$ cat config.mk
export PLATFORM = sky130hd
export DESIGN_NAME = vend_ctrl
export DESIGN_NICKNAME = d
export VERILOG_FILES = /design/src/rtl/vend_pkg.sv /design/src/rtl/change_seq.sv /design/src/rtl/vend_ctrl.sv
export SDC_FILE = /design/constraint.sdc
export NUM_CORES = 1
export LEC_CHECK = 0
export CAP_MARGIN = 40
export CORE_MARGIN = 3
export CORE_UTILIZATION = 27
export DETAILED_ROUTE_END_ITERATION = 8
export PLACE_DENSITY = 0.54
export SETUP_SLACK_MARGIN = 0.3
export SLEW_MARGIN = 0
export SYNTH_ARGS = -nofsm -noshare
export SYNTH_HDL_FRONTEND = slang
export SYNTH_SLANG_ARGS = --single-unit
$ cat constraint.sdc
create_clock -name clk -period 7.6 [get_ports clk]
set_input_delay 1.52 -clock clk [delete_from_list [all_inputs] [get_ports clk]]
set_output_delay 1.52 -clock clk [all_outputs]
set_load 0.01 [all_outputs]
$ cat src/rtl/vend_pkg.sv
// Shared types and constants for the vending controller: FSM state encoding,
// coin and change denominations, and price-table slicing.
package vend_pkg;

  typedef enum logic [1:0] {
    IDLE   = 2'd0,
    VEND   = 2'd1,
    CHANGE = 2'd2
  } vend_state_e;

  localparam int COIN_VAL_A = 1;
  localparam int COIN_VAL_B = 5;
  localparam int COIN_VAL_C = 10;

  localparam int CHG_BIG   = 5;
  localparam int CHG_SMALL = 1;

  // Widest packed price table price_of() accepts; callers zero-extend into it.
  localparam int PT_MAX_W = 1024;

  function automatic logic [31:0] price_of(
    input logic [PT_MAX_W-1:0] tbl,
    input int                  idx,
    input int                  width
  );
    logic [PT_MAX_W-1:0] sh;
    logic [31:0]         mask;
    sh   = tbl >> (idx * width);
    mask = (width >= 32) ? 32'hFFFF_FFFF : ((32'd1 << width) - 32'd1);
    return sh[31:0] & mask;
  endfunction

endpackage

$ cat src/rtl/change_seq.sv
// Change-return step decoder: given the credit still owed, picks the coin to
// eject this cycle and flags the step that empties the credit.
module change_seq
  import vend_pkg::*;
#(
  parameter int CREDIT_W = 8
) (
  input  logic                start,
  input  logic [CREDIT_W-1:0] amount,
  output logic                ret5,
  output logic                ret1,
  output logic                done
);

  always_comb begin
    ret5 = 1'b0;
    ret1 = 1'b0;
    done = 1'b0;
    if (start) begin
      if (amount >= CREDIT_W'(CHG_BIG)) begin
        ret5 = 1'b1;
        done = (amount == CREDIT_W'(CHG_BIG));
      end else if (amount != '0) begin
        ret1 = 1'b1;
        done = (amount == CREDIT_W'(CHG_SMALL));
      end else begin
        // Nothing owed: release straight away rather than stall in CHANGE.
        done = 1'b1;
      end
    end
  end

endmodule

$ cat src/rtl/vend_ctrl.sv
// Vending controller: accumulates coin credit, vends one of N_PROD products
// and sequences change return one coin per cycle. All outputs are registered.
module vend_ctrl
  import vend_pkg::*;
#(
  parameter int                          CREDIT_W    = 8,
  parameter int                          N_PROD      = 4,
  parameter logic [N_PROD*CREDIT_W-1:0]  PRICE_TABLE = {8'd7, 8'd5, 8'd4, 8'd3},
  parameter int                          MAX_CREDIT  = 50,
  parameter int                          VAL_A       = COIN_VAL_A,
  parameter int                          VAL_B       = COIN_VAL_B,
  parameter int                          VAL_C       = COIN_VAL_C,
  localparam int                         ID_W        = (N_PROD > 1) ? $clog2(N_PROD) : 1
) (
  input  logic                clk,
  input  logic                reset,
  input  logic [2:0]          coin,
  input  logic [N_PROD-1:0]   sel,
  input  logic                cancel,
  output logic [CREDIT_W-1:0] credit,
  output logic                dispense,
  output logic [ID_W-1:0]     dispense_id,
  output logic                ret5,
  output logic                ret1,
  output logic                coin_rej,
  output logic                no_credit,
  output logic                busy,
  output logic [1:0]          state
);

  localparam int SUM_W = CREDIT_W + 1;
  localparam logic [PT_MAX_W-1:0] TBL_EXT = PT_MAX_W'(PRICE_TABLE);

  vend_state_e         state_q, state_d;
  logic [CREDIT_W-1:0] credit_q, credit_d;
  logic [ID_W-1:0]     vend_idx_q, vend_idx_d;
  logic                dispense_q, dispense_d;
  logic [ID_W-1:0]     dispense_id_q, dispense_id_d;
  logic                ret5_q, ret5_d;
  logic                ret1_q, ret1_d;
  logic                coin_rej_q, coin_rej_d;
  logic                no_credit_q, no_credit_d;
  logic                busy_q, busy_d;

  logic [CREDIT_W-1:0] price [N_PROD];

  generate
    for (genvar gi = 0; gi < N_PROD; gi++) begin : g_price
      assign price[gi] = CREDIT_W'(price_of(TBL_EXT, gi, CREDIT_W));
    end
  endgenerate

  logic                coin_onehot;
  logic                sel_onehot;
  logic [ID_W-1:0]     sel_idx;
  logic [SUM_W-1:0]    coin_val;
  logic [SUM_W-1:0]    coin_sum;
  logic                coin_fits;
  logic [CREDIT_W-1:0] sel_price;
  logic [CREDIT_W-1:0] vend_rem;

  assign coin_onehot = $onehot(coin);
  assign sel_onehot  = $onehot(sel);

  always_comb begin
    coin_val = '0;
    case (coin)
      3'b001:  coin_val = SUM_W'(VAL_A);
      3'b010:  coin_val = SUM_W'(VAL_B);
      3'b100:  coin_val = SUM_W'(VAL_C);
      default: coin_val = '0;
    endcase
  end

  // One extra bit of headroom so a large coin near the top cannot wrap past the limit.
  assign coin_sum  = {1'b0, credit_q} + coin_val;
  assign coin_fits = (coin_sum <= SUM_W'(MAX_CREDIT));

  always_comb begin
    sel_idx = '0;
    for (int i = 0; i < N_PROD; i++) begin
      if (sel[i]) sel_idx = ID_W'(i);
    end
  end

  assign sel_price = price[sel_idx];
  assign vend_rem  = credit_q - price[vend_idx_q];

  logic                chg_active;
  logic                cs_ret5;
  logic                cs_ret1;
  logic                cs_done;
  logic [CREDIT_W-1:0] chg_step;

  assign chg_active = (state_q == CHANGE);

  change_seq #(
    .CREDIT_W (CREDIT_W)
  ) u_change_seq (
    .start  (chg_active),
    .amount (credit_q),
    .ret5   (cs_ret5),
    .ret1   (cs_ret1),
    .done   (cs_done)
  );

  assign chg_step = cs_ret5 ? CREDIT_W'(CHG_BIG) :
                    (cs_ret1 ? CREDIT_W'(CHG_SMALL) : '0);

  logic acted;

  always_comb begin
    state_d       = state_q;
    credit_d      = credit_q;
    vend_idx_d    = vend_idx_q;
    dispense_d    = 1'b0;
    dispense_id_d = '0;
    ret5_d        = 1'b0;
    ret1_d        = 1'b0;
    coin_rej_d    = 1'b0;
    no_credit_d   = 1'b0;
    acted         = 1'b0;

    case (state_q)
      IDLE: begin
        if (cancel && (credit_q != '0)) begin
          state_d = CHANGE;
          acted   = 1'b1;
        end else if (sel_onehot) begin
          if (credit_q >= sel_price) begin
            state_d    = VEND;
            vend_idx_d = sel_idx;
            acted      = 1'b1;
          end else begin
            // A refused selection moves no credit, so a coin alongside it is still taken.
            no_credit_d = 1'b1;
          end
        end
        if (coin != '0) begin
          if (acted || !coin_onehot || !coin_fits) begin
            coin_rej_d = 1'b1;
          end else begin
            credit_d = coin_sum[CREDIT_W-1:0];
          end
        end
      end

      VEND: begin
        dispense_d    = 1'b1;
        dispense_id_d = vend_idx_q;
        credit_d      = vend_rem;
        state_d       = (vend_rem != '0) ? CHANGE : IDLE;
        coin_rej_d    = (coin != '0);
      end

      CHANGE: begin
        ret5_d     = cs_ret5;
        ret1_d     = cs_ret1;
        credit_d   = credit_q - chg_step;
        coin_rej_d = (coin != '0);
        if (cs_done) state_d = IDLE;
      end

      default: begin
        state_d = IDLE;
      end
    endcase

    busy_d = (state_d != IDLE);
  end

  always_ff @(posedge clk or posedge reset) begin
    if (reset) begin
      state_q       <= IDLE;
      credit_q      <= '0;
      vend_idx_q    <= '0;
      dispense_q    <= 1'b0;
      dispense_id_q <= '0;
      ret5_q        <= 1'b0;
      ret1_q        <= 1'b0;
      coin_rej_q    <= 1'b0;
      no_credit_q   <= 1'b0;
      busy_q        <= 1'b0;
    end else begin
      state_q       <= state_d;
      credit_q      <= credit_d;
      vend_idx_q    <= vend_idx_d;
      dispense_q    <= dispense_d;
      dispense_id_q <= dispense_id_d;
      ret5_q        <= ret5_d;
      ret1_q        <= ret1_d;
      coin_rej_q    <= coin_rej_d;
      no_credit_q   <= no_credit_d;
      busy_q        <= busy_d;
    end
  end

  assign credit      = credit_q;
  assign dispense    = dispense_q;
  assign dispense_id = dispense_id_q;
  assign ret5        = ret5_q;
  assign ret1        = ret1_q;
  assign coin_rej    = coin_rej_q;
  assign no_credit   = no_credit_q;
  assign busy        = busy_q;
  assign state       = state_q;

endmodule

==> results of run 1 <==
[worst max path at each step]
stage | startpoint | end | slack, ns | depth (start not counted)
detailed placement | coin[0] | credit[4] | 3.01 | 12
finish | coin[0] | credit[4] | 3.32 | 12
floorplan | coin[0] | credit[2] | 3.70 | 11
global placement | coin[0] | credit[4] | 3.11 | 12
CTS | coin[0] | credit[4] | 3.30 | 12
global route | coin[0] | credit[5] | 3.11 | 12
[routing by layer]
layer / up-vias / global-route usage, % / share of wire [%] / wire, µm
met3: 5 / 1.30 / 4.2 / 216
li1: 872 / - / - / -
met2: 51 / 20.0 / 46 / 2370
met1: 801 / 17.6 / 49 / 2520
met4: 0 / 4.03 / 1.1 / 55
met5: - / 0 / 0 / 0
[kinds of logic (layout without fill, tap and decap cells)]
| logic type | count (synthesis) | count (layout) | share of synthesized area [%] |
|---|---|---|---|
| mux | 8 | 8 | 5.16 |
| flops | 20 | 20 | 24.6 |
| fa+ha+maj | 27 | 27 | 18.1 |
| xor+xnor | 9 | 9 | 3.87 |
| simple gates | 63 | 63 | 17.0 |
| compound gates | 65 | 65 | 22.1 |
| buf+inv | 40 | 63 | 9.28 |
[critical path, cell delays in order]
cell,delay [ns]
clkdlybuf4s50_1,0.46
xnor2_1,0.14
nor2_1,0.09
ha_1,0.18
inv_1,0.06
fa_1,0.39
nand2b_1,0.17
a211oi_1,0.24
xor2_1,0.32
nor4_4,0.10
a31oi_4,0.41
mux2_4,0.34
[layout make-up]
cell class                      count  area (µm²)
Clock buffer                        3        41.3
Timing Repair Buffer               27         270
Inverter                           33         124
Sequential cell                    20         500
Fill cell                         796        4890
Multi-Input combinational cell    172        1350
Tap cell                           99         124
[power by group]
| group | switching [µW] | internal [µW] |
|---|---|---|
| registers | 77.7 | 153 |
| logic | 423 | 365 |
| clock network | 37.9 | 35.5 |
[sequential cells by signal (all words and copies together), names as in the netlist]
signal	flops
coin_rej	1
vend_idx_q	2
dispense_id	2
busy	1
credit	8
state	2
ret1	1
dispense	1
no_credit	1
ret5	1
[stage by stage]
step	util [%]	hold slack [ns]
floorplan	-	0.450
global placement	32.4	0.475
detailed placement	32.4	0.493
CTS	33.0	0.512
global route	33.0	0.551
finish	33.0	0.506
[synthesized netlist by cell type (3+ instances only)]
master	instances	area share (%)
nand2_1	12	2.2
a211oi_1	3	1.1
o21a_1	5	1.8
xnor2_1	7	3.0
dfrtp_1	20	25
a21oi_1	11	2.7
o211ai_1	4	1.5
mux2_4	5	3.7
nand2b_1	4	1.2
nor2_1	20	3.7
ha_1	23	14
a31oi_1	9	2.8
nor3_1	4	0.98
or2b_2	3	1.3
fa_1	4	3.9
nand3_1	5	1.2
mux2i_1	3	1.5
o21ai_0	11	2.7
a21o_1	4	1.5
inv_1	33	6.1
==> impl_metrics.yaml, run 1 <==
timing:
  timing.fmax_ghz: 0.234
  setup_viol: 0
  worst_slew_pin_slew_ns: 0.805
  worst_slack_ns: 3.32
  slew_headroom_pct: 46.3
  rsz0062_at_grt: "no"
  fin_crit_ns: 4.28
  finalMaxSlewViolations: 0
  clock_skew_ns: 0.00707
  finalHoldViolations: 0
  finalCritPeriodShare_pct: 56.3
  tns_ns: 0
floorplanning:
  dieArea_mm2: 0.00862
  start_util_pct: 27.9
  ios: 28
  die_w_um: 92.8
  rows: 31
  core_area_mm2: 0.00729
  dieHeight_um: 92.8
yosys:
  synth_edf_count: 0
  synth_seq_area_share_pct: 24.6
  async_flop_share_pct: 100
  synth_ff_type: "dfrtp_1"
  netlist_area_mm2: 0.00204
  ys_ff_latch: 20
  synth.yosys.warnings: 0
  syn_inst: 232
  syn_area_per_cell_um2: 8.77
  synth_cell_types: 53
  synth_fp_nets: 269
cts:
  cts_inserted_buffers: 3
  cts_resized: 0
  postCtsHoldBufs: 0
  root_buffer: "clkbuf_8"
  cts_max_level: 1
  tritoncts: "yes"
  clk_latency_ns: 0.27
  cts_setup_buffers: 0
  clock_path_buffers: 2
  clk_pin_slew_ns: 0.08
  cts_num_sinks: 20
layout:
  drive_gt1_share_pct: 8.24
  diodes: 0
  area_growth_pct: 18.2
  nets: 294
  final_area_mm2: 0.00241
  layout_commonest_cell: "inv_1"
  final_cells: 354
  final_cell_mix: "33 x inv_1, 27 x clkdlybuf4s50_1, 23 x ha_1"
worst_setup_path:
  worstRegToRegCells: 12
  r2r-end: "credit[6]"
  r2r_setup_slack_ns: 4.19
  reg2reg_from: "state[0]"
  crit_required_ns: 7.75
  cp-end-kind: "register"
  crit_fanout: 8
  cp-start-kind: "input port"
  timing.setup.critical_path_class: "input port to register"
  cp_data_arrival_time_ns: 4.43
placement:
  io_buffers: 27
  dp_cells: 351
  dp_hpwl_mm: 4.06
  preCtsSetupSlack_ns: 3.01
  place_area_mm2: 0.00236
  routabilityCongestion: 0.784
global_routing:
  antenna_found_initial: 0
  grt-ovfl-total: 0
  grt_pass1_wl_mm: 8.49
  grt_pass1_vias: 1678
  grt_usage_pct: 12.5
  grt_max_degree: 21
drt:
  dr.pass1.iters: 5
  drt_iter0_drc: 127
  post-route-drc-count: 0
  wirelength_mm: 5.16
  ant_nets: 0
  avgViaCountPerCell: 4.88
  vias: 1729
  wl_per_cell_um: 14.6
min_path:
  hold-path-cell-count: 2
  hold_end: "vend_idx_q[1]"
  min_path_type: "register to register"
  hp-start: "vend_idx_q[1]"
pwr:
  p_total_uw: 1090
  p_leak_uw: 0.00106
  p_per_area_mw_per_mm2: 454
  vdd_drop_max_mv: 0.157
outcome:
  outcome: "complete, no violations"
job:
  cap_violations: 0
No activity file was read; power rests on OpenSTA's default activity.
==> inputs of run 2 (changes only) <==
==> constraint.sdc (replaced) <==
create_clock -name clk -period 4.48 [get_ports clk]
set_input_delay 0.896 -clock clk [delete_from_list [all_inputs] [get_ports clk]]
set_output_delay 0.896 -clock clk [all_outputs]
set_load 0.01 [all_outputs]
==> impl_metrics.yaml, run 2 (synthesized netlist as in run 1, its figures left out) <==
placement:
  dp_hpwl_mm: 4.04
  io_buffers: 27
  routabilityCongestion: 0.784
  dp_cells: 351
drt:
  wirelength_mm: 5.16
  avgViaCountPerCell: 4.87
  vias: 1724
  post-route-drc-count: 0
  ant_nets: 0
  wl_per_cell_um: 14.6
  drt_iter0_drc: 95
  dr.pass1.iters: 4
layout:
  largest_register_ff_count: 8
  diodes: 0
  final_cell_mix: "33 x inv_1, 27 x clkdlybuf4s50_1, 23 x ha_1"
  fill_cells: 794
  layout_commonest_cell: "inv_1"
  final_cells: 354
  area_growth_pct: 18.2
  nets: 294
  drive_gt1_share_pct: 8.24
cts:
  clock_path_buffers: 2
  cts_resized: 0
  tritoncts: "yes"
  cts_inserted_buffers: 3
  clk_pin_slew_ns: 0.08
  postCtsHoldBufs: 0
  cts_max_level: 1
  cts_num_sinks: 20
  cts_setup_buffers: 0
  clk_latency_ns: 0.27
  root_buffer: "clkbuf_8"
worst_setup_path:
  path_delay_family: "compound AO/OA/AOI/OAI gates"
  cp_cell_sequence: "clkdlybuf4s50_1 > xnor2_1 > nor2_1 > ha_1 > inv_1 > fa_1 > nand2b_1 > a211oi_1 > xor2_1 > nor4_4 > a31oi_4 > mux2_4"
  crit_fanout: 8
  cpPeakStageDelay_ns: 0.46
  crit_required_ns: 4.63
  cpMaxStageDelayCell: "clkdlybuf4s50_1"
  cp-end-kind: "register"
  cp-start-kind: "input port"
  cp_data_arrival_time_ns: 3.81
  cp_num_buf_inv: 2
  timing.setup.critical_path_class: "input port to register"
timing:
  worst_slew_pin_slew_ns: 0.809
  clock_skew_ns: 0.00720
  finalMaxSlewViolations: 0
  finalCritPeriodShare_pct: 81.6
  slew_headroom_pct: 46.0
  rsz0062_at_grt: "no"
  timing.fmax_ghz: 0.273
  finalHoldViolations: 0
  fin_crit_ns: 3.66
  setup_viol: 0
  tns_ns: 0
global_routing:
  grt_pass1_vias: 1687
  grt_pass1_wl_mm: 8.59
  grt_usage_pct: 12.6
  antenna_found_initial: 0
  grt_max_degree: 21
  grt-ovfl-total: 0
pwr:
  p_leak_uw: 0.00106
  p_per_area_mw_per_mm2: 770
  vdd_drop_max_mv: 0.254
floorplanning:
  die_w_um: 92.8
  start_util_pct: 27.9
  core_area_mm2: 0.00729
  dieHeight_um: 92.8
  dieArea_mm2: 0.00862
  rows: 31
  ios: 28
outcome:
  outcome: "complete, no violations"
min_path:
  min_path_type: "register to register"
job:
  cap_violations: 0
run 2: cell counts in the layout (fill, tap and decap cells not counted):
Identical to the previous run, type by type.
run 2: cell type report:
cell class / instances / area [µm²] / area share, %
tap: 99 / 124 / 5.15
multi-input combinational: 172 / 1350 / 56.0
timing repair buffer: 27 / 270 / 11.2
sequential: 20 / 500 / 20.8
inverter: 33 / 124 / 5.15
clock buffer: 3 / 41.3 / 1.72
run 2: metrics by stage:
stage | setup slack (ns) | instance area (µm²) | util (%) | hold slack [ns] | total power, µW
after global placement | 0.614 | 2360 | 32.4 | 0.475 | 1730
after floorplan | 1.20 | 2040 | - | 0.450 | 1360
final | 0.823 | 2410 | 33.0 | 0.496 | 1850
after global routing | 0.605 | 2410 | 33.0 | 0.535 | 2040
after CTS | 0.815 | 2410 | 33.0 | 0.503 | 1860
after detailed placement | 0.521 | 2360 | 32.4 | 0.484 | 1720
run 2: where the power goes:
group | internal, µW | leakage, µW | switching, µW
logic | 619 | 0.000791 | 718
registers | 259 | 0.000249 | 131
clock network | 60.2 | 0.0000216 | 64.3
total | 938 | 0.00106 | 913
run 2: worst reg2reg max path, cell delays in order (launching register included):
cell,delay [ns]
dfrtp_1,0.43
inv_1,0.10
ha_1,0.36
inv_1,0.24
a21oi_1,0.17
ha_1,0.18
ha_1,0.17
nand2b_1,0.12
nor3b_1,0.54
a22oi_1,0.12
or4_2,0.56
a31oi_1,0.19
mux2_4,0.16
run 2: worst paths after layout:
path,from,to,slack (ns),cells past startpoint
max in group asynchronous,reset,credit[6],2.89,2
min in group asynchronous,reset,vend_idx_q[1],1.08,2
worst min register to register,vend_idx_q[1],vend_idx_q[1],0.50,2
worst max-delay path,coin[0],credit[4],0.82,12
worst min-delay path,vend_idx_q[1],vend_idx_q[1],0.50,2
worst max register to register,state[0],credit[6],1.07,12
run 2: routing by layer:
layer / GRT usage [%] / vias to the layer above / wire, µm
met3: 1.30 / 5 / 171
met1: 17.9 / 808 / 2520
met5: 0 / - / 0
met2: 20.0 / 39 / 2400
li1: - / 872 / -
met4: 3.66 / 0 / 69
==> inputs of run 3 (changes only) <==
==> constraint.sdc (replaced) <==
create_clock -name clk -period 3.79 [get_ports clk]
set_input_delay 0.758 -clock clk [delete_from_list [all_inputs] [get_ports clk]]
set_output_delay 0.758 -clock clk [all_outputs]
set_load 0.01 [all_outputs]
==> impl_metrics.yaml, run 3 (synthesized netlist as in run 1, its figures left out) <==
outcome:
  outcome: "complete, no violations"
cts:
  tritoncts: "yes"
  clock_path_buffers: 2
  cts_num_sinks: 20
  cts_inserted_buffers: 3
  postCtsHoldBufs: 0
  root_buffer: "clkbuf_8"
  clk_pin_slew_ns: 0.08
  cts_max_level: 1
  clk_latency_ns: 0.26
drt:
  avgViaCountPerCell: 5.02
  wl_per_cell_um: 14.7
  drt_iter0_drc: 123
  wirelength_mm: 5.30
  ant_nets: 0
  dr.pass1.iters: 4
  post-route-drc-count: 0
  vias: 1811
layout:
  layout_commonest_cell: "inv_1"
  diodes: 0
  fill_cells: 783
  nets: 301
  final_cells: 361
  regArea_um2: 500
  multi_input_area_mm2: 0.00142
  final_cell_mix: "33 x inv_1, 26 x clkdlybuf4s50_1, 20 x ha_1, 20 x dfrtp_1, 19 x nor2_1"
  drive_gt1_share_pct: 14.5
  area_growth_pct: 25.3
  largest_register_ff_count: 8
worst_setup_path:
  cpPeakStageDelay_ns: 0.43
  cpMaxStageDelayCell: "clkdlybuf4s50_1"
  crit_required_ns: 3.94
  cp_cell_sequence: "clkdlybuf4s50_1 > xnor2_1 > nor2_1 > ha_2 > inv_1 > fa_2 > nand2b_4 > a211oi_4 > xor2_2 > nor4_4 > a31oi_4 > buf_12 > mux2_4"
  timing.setup.critical_path_class: "input port to register"
  crit_fanout: 7
  cp-start-kind: "input port"
  cp_data_arrival_time_ns: 3.52
  cp-end-kind: "register"
placement:
  dp_cells: 355
  dp_hpwl_mm: 4.12
  routabilityCongestion: 0.822
  io_buffers: 27
timing:
  holdWs_ns: 0.500
  finalHoldViolations: 0
  clock_skew_ns: 0.00403
  timing.fmax_ghz: 0.297
  setup_viol: 0
  worst_slew_pin_slew_ns: 0.782
  fin_crit_ns: 3.37
  rsz0062_at_grt: "no"
  finalCritPeriodShare_pct: 89.0
  finalMaxSlewViolations: 0
  slew_headroom_pct: 47.8
floorplanning:
  dieArea_mm2: 0.00862
  dieHeight_um: 92.8
  ios: 28
  die_w_um: 92.8
  rows: 31
  start_util_pct: 27.9
  core_area_mm2: 0.00729
pwr:
  p_total_uw: 2350
  p_per_area_mw_per_mm2: 921
  p_leak_uw: 0.00112
  vdd_drop_max_mv: 0.252
global_routing:
  grt_usage_pct: 12.6
  grt-ovfl-total: 0
  antenna_found_initial: 0
  grt_max_degree: 21
  grt_pass1_vias: 1805
  grt_pass1_wl_mm: 8.71
min_path:
  min_path_type: "register to register"
job:
  cap_violations: 0
## run 3: repair_timing
action                                  CTS  global route
endpoints found under the setup margin    6             8
pin swaps                                 3             5
resized for setup                         2            15
setup buffers                             2             1
## run 3: final timing paths
kind | start | cells after the start | slack (ns) | end
setup / recovery | coin[1] | 13 | 0.42 | credit[2]
hold / removal | vend_idx_q[1] | 2 | 0.50 | vend_idx_q[1]
setup reg to reg | state[0] | 12 | 0.63 | credit[6]
hold reg to reg | vend_idx_q[1] | 2 | 0.50 | vend_idx_q[1]
max in group asynchronous | reset | 2 | 2.36 | credit[0]
min in group asynchronous | reset | 2 | 0.94 | dispense
## run 3: metal layers
layer	GRT usage, %	part of all wire, %	vias up
li1	-	-	883
met1	16.6	46	862
met2	21.8	48	55
met3	1.30	4.2	11
met4	3.42	1.9	0
met5	0	0	-
## run 3: cell type report
cell class / instances / area share (%)
multi-input combinational: 172 / 55.8
timing repair buffer: 34 / 13.2
inverter: 33 / 4.86
tap: 99 / 4.86
sequential: 20 / 19.6
clock buffer: 3 / 1.62
## run 3: per-stage QoR
step                      worst slack (ns)  TNS, ns  utilization [%]  instance area (µm²)
after floorplan                      0.653        0                -                 2040
after global placement              0.0629        0             32.8                 2390
after detailed placement           -0.0651   -0.236             32.8                 2390
after CTS                            0.329        0             33.9                 2470
after global routing                 0.314        0             35.0                 2550
final                                0.418        0             35.0                 2550
## run 3: critical path: cells and delay by family
| kind | cells | cell delay [ns] |
|---|---|---|
| AOI/OAI and AO/OA | 2 | 0.39 |
| xor gates and xnor gates | 2 | 0.25 |
| adders and majority gates | 2 | 0.55 |
| buffers and inverters | 3 | 0.66 |
| muxes | 1 | 0.29 |
| and+or+nand+nor | 3 | 0.63 |
## run 3: where the power goes
part | leakage, µW | switching (µW) | internal (µW) | total (µW)
Sequential | 0.000249 | 123 | 307 | 430
Clock | 0.0000216 | 72.0 | 70.9 | 143
Combinational | 0.000853 | 943 | 834 | 1780
Total | 0.00112 | 1140 | 1210 | 2350
